$ cat src/rtl/vcpu_pkg.sv
// Shared vector-CPU definitions: lane geometry, opcode encodings, memory-stage FSM states.
// Latency: n/a (declarations only).
// Backpressure: n/a.
package vcpu_pkg;

    localparam int LANES  = 16;
    localparam int LANE_W = 16;
    localparam int ADDR_W = 16;
    localparam int VEC_W  = LANES * LANE_W;
    localparam int IDX_W  = $clog2(LANES);

    localparam logic [3:0] OP_VADD = 4'h0;
    localparam logic [3:0] OP_VDOT = 4'h1;
    localparam logic [3:0] OP_SMUL = 4'h2;
    localparam logic [3:0] OP_SST  = 4'h3;
    localparam logic [3:0] OP_VLD  = 4'h4;
    localparam logic [3:0] OP_VST  = 4'h5;
    localparam logic [3:0] OP_SLL  = 4'h6;
    localparam logic [3:0] OP_SLH  = 4'h7;
    localparam logic [3:0] OP_NOP  = 4'hF;

    typedef enum logic [1:0] {
        ST_IDLE  = 2'd0,
        ST_LOAD  = 2'd1,
        ST_STORE = 2'd2,
        ST_DONE  = 2'd3
    } mem_state_t;

endpackage

$ cat src/rtl/vmem_lane_buf.sv
// Vector lane register with lane cursor: parallel load, per-lane write, selected-lane read.
// Latency: writes/loads visible the cycle after the enable; sel_dat/last are combinational from the cursor.
// Backpressure: none; the owner only pulses wr_en/adv when the memory completes an access.
module vmem_lane_buf
    import vcpu_pkg::*;
(
    input  logic              clk,
    input  logic              rst_n,
    input  logic              clr,
    input  logic              load_en,
    input  logic [VEC_W-1:0]  load_dat,
    input  logic              wr_en,
    input  logic [LANE_W-1:0] wr_dat,
    input  logic              adv,
    output logic [VEC_W-1:0]  vec,
    output logic [LANE_W-1:0] sel_dat,
    output logic [IDX_W-1:0]  idx,
    output logic              last
);

    always_ff @(posedge clk or negedge rst_n) begin
        if (!rst_n) begin
            vec <= '0;
            idx <= '0;
        end else begin
            if (load_en)
                vec <= load_dat;
            else if (wr_en)
                vec[int'(idx)*LANE_W +: LANE_W] <= wr_dat;

            if (clr)
                idx <= '0;
            else if (wr_en || adv)
                idx <= idx + 1'b1;
        end
    end

    assign sel_dat = vec[int'(idx)*LANE_W +: LANE_W];
    assign last    = (idx == IDX_W'(LANES - 1));

endmodule

$ cat src/rtl/vec_mem_stage.sv
// Vector memory stage: serialises VLD/VST/SST lanes onto a one-word memory port, passes other ALU results through.
// Latency: pass-through 1 cycle; VLD/VST 16 mem_rdy cycles + 2; SST 1 mem_rdy cycle + 2.
// Backpressure: in_ready only in IDLE with the writeback slot free or draining; VMEM_ALIGN_CHK_EN adds misalign_err.
module vec_mem_stage
    import vcpu_pkg::*;
(
    input  logic              clk,
    input  logic              rst_n,
    input  logic              in_valid,
    output logic              in_ready,
    input  logic [3:0]        opcode,
    input  logic [VEC_W-1:0]  alu_result,
    input  logic [VEC_W-1:0]  st_data,
    output logic [ADDR_W-1:0] mem_addr,
    output logic              mem_re,
    output logic              mem_we,
    output logic [LANE_W-1:0] mem_wdata,
    input  logic [LANE_W-1:0] mem_rdata,
    input  logic              mem_rdy,
    output logic              out_valid,
    input  logic              out_ready,
    output logic [3:0]        out_opcode,
    output logic [VEC_W-1:0]  out_data
`ifdef VMEM_ALIGN_CHK_EN
    ,
    output logic              misalign_err
`endif
);

    mem_state_t        state, state_nxt;
    logic [ADDR_W-1:0] base;
    logic [3:0]        op_reg;
    logic              accept;
    logic              xfer_start;

    logic              buf_clr, buf_load, buf_wr, buf_adv;
    logic [VEC_W-1:0]  buf_vec;
    logic [LANE_W-1:0] buf_sel;
    logic [IDX_W-1:0]  lane_idx;
    logic              lane_last;

    logic              out_load;
    logic [VEC_W-1:0]  out_load_dat;
    logic [3:0]        out_load_op;
`ifdef VMEM_ALIGN_CHK_EN
    logic              out_load_err;
`endif

    vmem_lane_buf u_lane_buf (
        .clk      (clk),
        .rst_n    (rst_n),
        .clr      (buf_clr),
        .load_en  (buf_load),
        .load_dat (st_data),
        .wr_en    (buf_wr),
        .wr_dat   (mem_rdata),
        .adv      (buf_adv),
        .vec      (buf_vec),
        .sel_dat  (buf_sel),
        .idx      (lane_idx),
        .last     (lane_last)
    );

    always_comb begin
        state_nxt    = state;
        in_ready     = (state == ST_IDLE) && (!out_valid || out_ready);
        accept       = in_valid && in_ready;
        xfer_start   = 1'b0;
        buf_clr      = 1'b0;
        buf_load     = 1'b0;
        buf_wr       = 1'b0;
        buf_adv      = 1'b0;
        out_load     = 1'b0;
        out_load_dat = '0;
        out_load_op  = op_reg;
`ifdef VMEM_ALIGN_CHK_EN
        out_load_err = 1'b0;
`endif
        mem_re       = 1'b0;
        mem_we       = 1'b0;
        mem_addr     = '0;
        mem_wdata    = '0;

        case (state)
            ST_IDLE: begin
                if (accept) begin
                    case (opcode)
                        OP_VLD, OP_VST, OP_SST: begin
`ifdef VMEM_ALIGN_CHK_EN
                            // Misaligned vector ops retire immediately with no memory traffic.
                            if (opcode != OP_SST && alu_result[3:0] != 4'h0) begin
                                out_load     = 1'b1;
                                out_load_op  = opcode;
                                out_load_err = 1'b1;
                            end else
`endif
                            begin
                                xfer_start = 1'b1;
                                buf_clr    = 1'b1;
                                buf_load   = 1'b1;
                                state_nxt  = (opcode == OP_VLD) ? ST_LOAD : ST_STORE;
                            end
                        end
                        OP_NOP: ;
                        default: begin
                            out_load     = 1'b1;
                            out_load_dat = alu_result;
                            out_load_op  = opcode;
                        end
                    endcase
                end
            end
            ST_LOAD: begin
                mem_re   = 1'b1;
                mem_addr = base + ADDR_W'(lane_idx);
                if (mem_rdy) begin
                    buf_wr = 1'b1;
                    if (lane_last)
                        state_nxt = ST_DONE;
                end
            end
            ST_STORE: begin
                mem_we    = 1'b1;
                mem_addr  = base + ADDR_W'(lane_idx);
                mem_wdata = buf_sel;
                if (mem_rdy) begin
                    buf_adv = 1'b1;
                    if (op_reg == OP_SST || lane_last)
                        state_nxt = ST_DONE;
                end
            end
            ST_DONE: begin
                // Stores retire with an all-zero token; loads hand over the assembled vector.
                out_load     = 1'b1;
                out_load_dat = (op_reg == OP_VLD) ? buf_vec : '0;
                state_nxt    = ST_IDLE;
            end
            default: state_nxt = ST_IDLE;
        endcase
    end

    always_ff @(posedge clk or negedge rst_n) begin
        if (!rst_n) begin
            state  <= ST_IDLE;
            base   <= '0;
            op_reg <= OP_NOP;
        end else begin
            state <= state_nxt;
            if (xfer_start) begin
                base   <= alu_result[ADDR_W-1:0];
                op_reg <= opcode;
            end
        end
    end

    // Writeback slot: a new result may overwrite only when the slot is empty or draining this cycle.
    always_ff @(posedge clk or negedge rst_n) begin
        if (!rst_n) begin
            out_valid    <= 1'b0;
            out_data     <= '0;
            out_opcode   <= OP_NOP;
`ifdef VMEM_ALIGN_CHK_EN
            misalign_err <= 1'b0;
`endif
        end else if (out_load) begin
            out_valid    <= 1'b1;
            out_data     <= out_load_dat;
            out_opcode   <= out_load_op;
`ifdef VMEM_ALIGN_CHK_EN
            misalign_err <= out_load_err;
`endif
        end else if (out_valid && out_ready) begin
            out_valid    <= 1'b0;
`ifdef VMEM_ALIGN_CHK_EN
            misalign_err <= 1'b0;
`endif
        end
    end

endmodule
$ cat config.mk
export PLATFORM = sky130hd
export DESIGN_NAME = vec_mem_stage
export DESIGN_NICKNAME = d
export VERILOG_FILES = /design/src/rtl/vcpu_pkg.sv /design/src/rtl/vmem_lane_buf.sv /design/src/rtl/vec_mem_stage.sv
export SDC_FILE = /design/constraint.sdc
export NUM_CORES = 1
export LEC_CHECK = 0
export CORE_AREA = 8 8 316 318
export DETAILED_ROUTE_END_ITERATION = 12
export DIE_AREA = 0 0 324 326
export MAX_ROUTING_LAYER = met4
export PLACE_DENSITY = 0.6
export SKIP_CTS_REPAIR_TIMING = 1
export SYNTH_ARGS = -nofsm -noshare
export SYNTH_HDL_FRONTEND = slang
export SYNTH_SLANG_ARGS = --single-unit
$ cat constraint.sdc
create_clock -name clk -period 3.5 [get_ports clk]
set_input_delay 0.35 -clock clk [delete_from_list [all_inputs] [get_ports clk]]
set_output_delay 0.35 -clock clk [all_outputs]
set_load 0.02 [all_outputs]
==> impl_summary.md <==
Timing
Setup repair after global routing left no endpoint under its margin. The sum of negative setup slack is 0 ns. In this run the tightest slew margin relative to its limit is between 10 and 15%.

The period utilization is 98.1%. The final-report max-slew violation count came to 0. The minimum clock period is about 3.4 ns.

The count of final setup violators is 0. The hold violation count in the final report came to 0. The worst setup skew after layout is about 0.034 ns. For the pin with the worst max-slew slack, the measured transition is 1.27 ns.

The achievable frequency is 291 MHz.

GRT
The largest net degree at the start of global routing is roughly 150. The number of antenna violations at the first check in global routing came to 56. The number of global-route vias before repair is ~28k. The first-pass GRT wire length is 214000 um. The combined global-route utilization of all metal layers is 29.0%. The sum of overflow across all layers after global routing is 0.

Worst hold path
The worst hold path passes through 3 cells. The worst hold path startpoint is st_data[72]. The end of the worst hold path is u_lane_buf.vec[72]$_DFFE_PN0P_. The kind of path behind the tightest hold check is in -> reg.

Detailed routing
In the routed layout, each cell is associated on average with a via count of between 5 and 6. The number of routed nets with antenna violations is 0. The first detailed-routing pass ran for 7 iterations. After detailed routing, the total wire length is roughly 150000 um. The number of DRC markers in iteration 0 is ~2.7k. For this run, design rule violations remaining after detail routing come to 0. The final routed wire length divided by cell count is 32.9 um. The detailed-route via count is ~27k.

Layout
The largest registers in the layout are out_data x256, u_lane_buf.vec x256, base x16. The top cell types in the final layout, fill and taps aside, are 795 x clkdlybuf4s50_1, 532 x dfrtp_1, 259 x a21o_1, 256 x o22a_1, 244 x mux2_2. The final layout contains 3877 nets.

Once layout is complete, the cells apart from fillers number ~4.7k. The commonest non-fill, non-tap cell in the layout is clkdlybuf4s50_1. In the final layout, the share of cells above drive strength 1 is 18.2%. The synthesis-to-layout area growth is 42.9%.

Clocking
The clock insertion delay at the later pin of the skew report is around 0.65 ns. The clock passes through at most 3 buffers. The clock tree from TritonCTS is built. CTS placed an instance of clkbuf_16 at the clock tree root. After clock tree synthesis, the clock-pin slew on the worst setup and hold paths is approximately 0.06 ns. Clock tree synthesis found a total of approximately 540 sinks. The number of buffers created by CTS is a little under 70. The number of levels the H-tree was split into is 3.

Logic synthesis
After synthesis, the cell types taking the most area are dfrtp_1 45%, mux2_2 9.3%, o22a_1 7.6%, a221o_1 6.7%, a21o_1 6.5%. For this run, the leading register cell type out of synthesis is dfrtp_1. The area share of the largest cell type after synthesis is between 40% and 50%.

The post-synthesis instance area is 29700 um^2. Of all flip-flops after synthesis, the portion carrying an async set or reset was 100%. The cell count after synthesis is roughly 2.6k.

The synthesis-stage register bit count is between 500 and 600. The number of unique standard cell types used by synthesis is 60. The yosys synthesis warning count is 0. In this run the mean area of a mapped cell was 11.6 um^2.

The synthesized design spends more area on one cell type than any other, namely dfrtp_1. Summing the sequential cell areas from Yosys gives between 40% and 50% of the chip area. The number of flops mapped to enable cells by yosys is 0. The post-synth net total is around 3.1k.

Die
The floorplan step set the die width to between 300 and 400 um. The area of the placeable core is approximately 94000 um^2. The initial standard-cell utilization of the core is between 30% and 40%. The die span in y is approximately 330 um. The number of I/O pins is approximately 830. After floorplanning, the core was divided into 113 placement rows.

The die covers 106000 um^2.

Setup path
On the worst path, the slowest cell contributes a delay of around 0.63 ns. Traced cell by cell, the critical path runs through buf_6, mux4_2, mux2i_1, o22ai_1, buf_4. STA classifies the critical path endpoint as an output pin.

The worst setup path is launched from a flop. The critical path in this run is classified as reg -> out. STA puts the critical path data required time at approximately 3.2 ns. Broken down by cell family, the worst path's largest delay share belongs to multiplexers. Together, buffers and inverters on the worst path number 2.

The number of cells on the worst reg-to-reg path is 6. The largest fanout on the critical path is 22. For this design, the slowest cell found on the critical path is mux4_2.

The setup slack on the worst flop-to-flop path is about 0.35 ns. The worst endpoint data arrival time is between 3 and 4 ns. The launch instance of the worst register-to-register path is u_lane_buf.idx[1]$_DFFE_PN0P_. The worst register-to-register path ends at u_lane_buf.vec[205]$_DFFE_PN0P_.

Place
At the end of routability-driven placement, the weighted congestion stood at a little over 0.9. The post-detailed-placement half-perimeter wirelength is around 120000 um. The number of port buffers is approximately 830. The number of placed instances, taps included is 4518.

Power and ir drop
The power density of the placed cells is around 1100 nW/um^2. The peak supply drop is between 900 and 1000 uV. Summed over all cells, the static leakage comes to around 0.019 uW.

Run status
The run finished with clean final reports.

Job
The total of max-cap violations is 0.
-- how the worst max path moves through the flow --
| stage | from | end | cells past startpoint |
|---|---|---|---|
| 2_1_floorplan | u_lane_buf.idx[1]$_DFFE_PN0P_ | u_lane_buf.vec[73]$_DFFE_PN0P_ | 10 |
| 3_3_place_gp | u_lane_buf.idx[1]$_DFFE_PN0P_ | u_lane_buf.vec[206]$_DFFE_PN0P_ | 6 |
| 3_5_place_dp | u_lane_buf.idx[1]$_DFFE_PN0P_ | u_lane_buf.vec[196]$_DFFE_PN0P_ | 6 |
| 4_1_cts | u_lane_buf.idx[0]$_DFFE_PN0P_ | mem_addr[8] | 8 |
| 5_1_grt | state[0]$_DFFE_PN0P_ | mem_addr[3] | 5 |
| 6_report | u_lane_buf.idx[0]$_DFFE_PN0P_ | mem_wdata[4] | 5 |
-- cells in the mapped netlist (7+ instances only) --
| cell | number |
|---|---|
| a21o_1 | 259 |
| nor4_1 | 11 |
| and3_1 | 48 |
| o21ai_0 | 77 |
| o22ai_1 | 16 |
| clkbuf_1 | 187 |
| dfstp_2 | 8 |
| mux4_2 | 64 |
| ha_1 | 14 |
| o21ai_1 | 10 |
| nor3_1 | 15 |
| buf_2 | 65 |
| inv_1 | 27 |
| mux2_2 | 244 |
| dfrtp_1 | 535 |
| nand2_1 | 73 |
| buf_4 | 7 |
| nor2_1 | 35 |
| buf_1 | 9 |
| nand3_1 | 28 |
| a21oi_1 | 26 |
| and2_1 | 163 |
| a31oi_1 | 16 |
| o22a_1 | 256 |
| mux2i_1 | 84 |
| a221o_1 | 199 |
-- through the flow --
stage,instance area [um^2],utilization (%),worst slack [ns],total power [uW],hold WS [ns]
2_1_floorplan,29700,-,0.0915,26300,0.0544
3_3_place_gp,39800,42.2,0.435,37900,0.465
3_5_place_dp,39800,42.2,0.400,38200,0.468
4_1_cts,42200,44.7,-0.256,46100,-0.239
5_1_grt,42400,44.9,0.0285,48000,0.237
6_report,42400,44.9,0.0652,46000,0.242
-- layer usage --
metal / part of all wire, % / GRT usage [%] / routed length, um / vias to the layer above
met3: 9.5 / 8.47 / 14700 / 209
met2: 47 / 44.4 / 72000 / 1337
met5: 0 / - / 0 / -
met4: 3.2 / 10.4 / 4920 / 0
met1: 41 / 36.3 / 63300 / 13720
li1: - / - / - / 11458
-- cell families (layout without fill, tap and decap cells) --
family	after synthesis	count (layout)	synth area share (%)
and+or+nand+nor	418	418	7.92
other	0	57	0
buffers and inverters	299	1118	4.19
DFF	543	543	45.8
xor gates and xnor gates	8	8	0.236
AOI/OAI and AO/OA	886	886	24.3
adders and majority gates	15	15	0.657
muxes	392	392	16.9
-- cell type report --
| class | instances | area (um^2) |
|---|---|---|
| fillers | 9029 | 52000 |
| well taps | 1265 | 1580 |
| clock inverters | 26 | 390 |
| repair buffers | 963 | 9600 |
| flip-flops and latches | 543 | 13600 |
| clock buffers | 100 | 2020 |
| multi-input cells | 1719 | 15000 |
| diodes | 57 | 143 |
| inverters | 29 | 120 |
-- power by group --
part	switching, uW	internal [uW]
clock network	3080	4680
registers	2830	9430
logic	13700	12300
total	19600	26400
-- worst reg2reg max path, stage by stage (launching register included) --
cell and delay (ns):
dfrtp_4 0.53, nor3_1 0.34, ha_1 0.34, and3b_1 0.40, nand2_1 0.16, nor3_2 0.99
a221o_1 0.31
No activity file was read; power rests on OpenSTA's default activity.
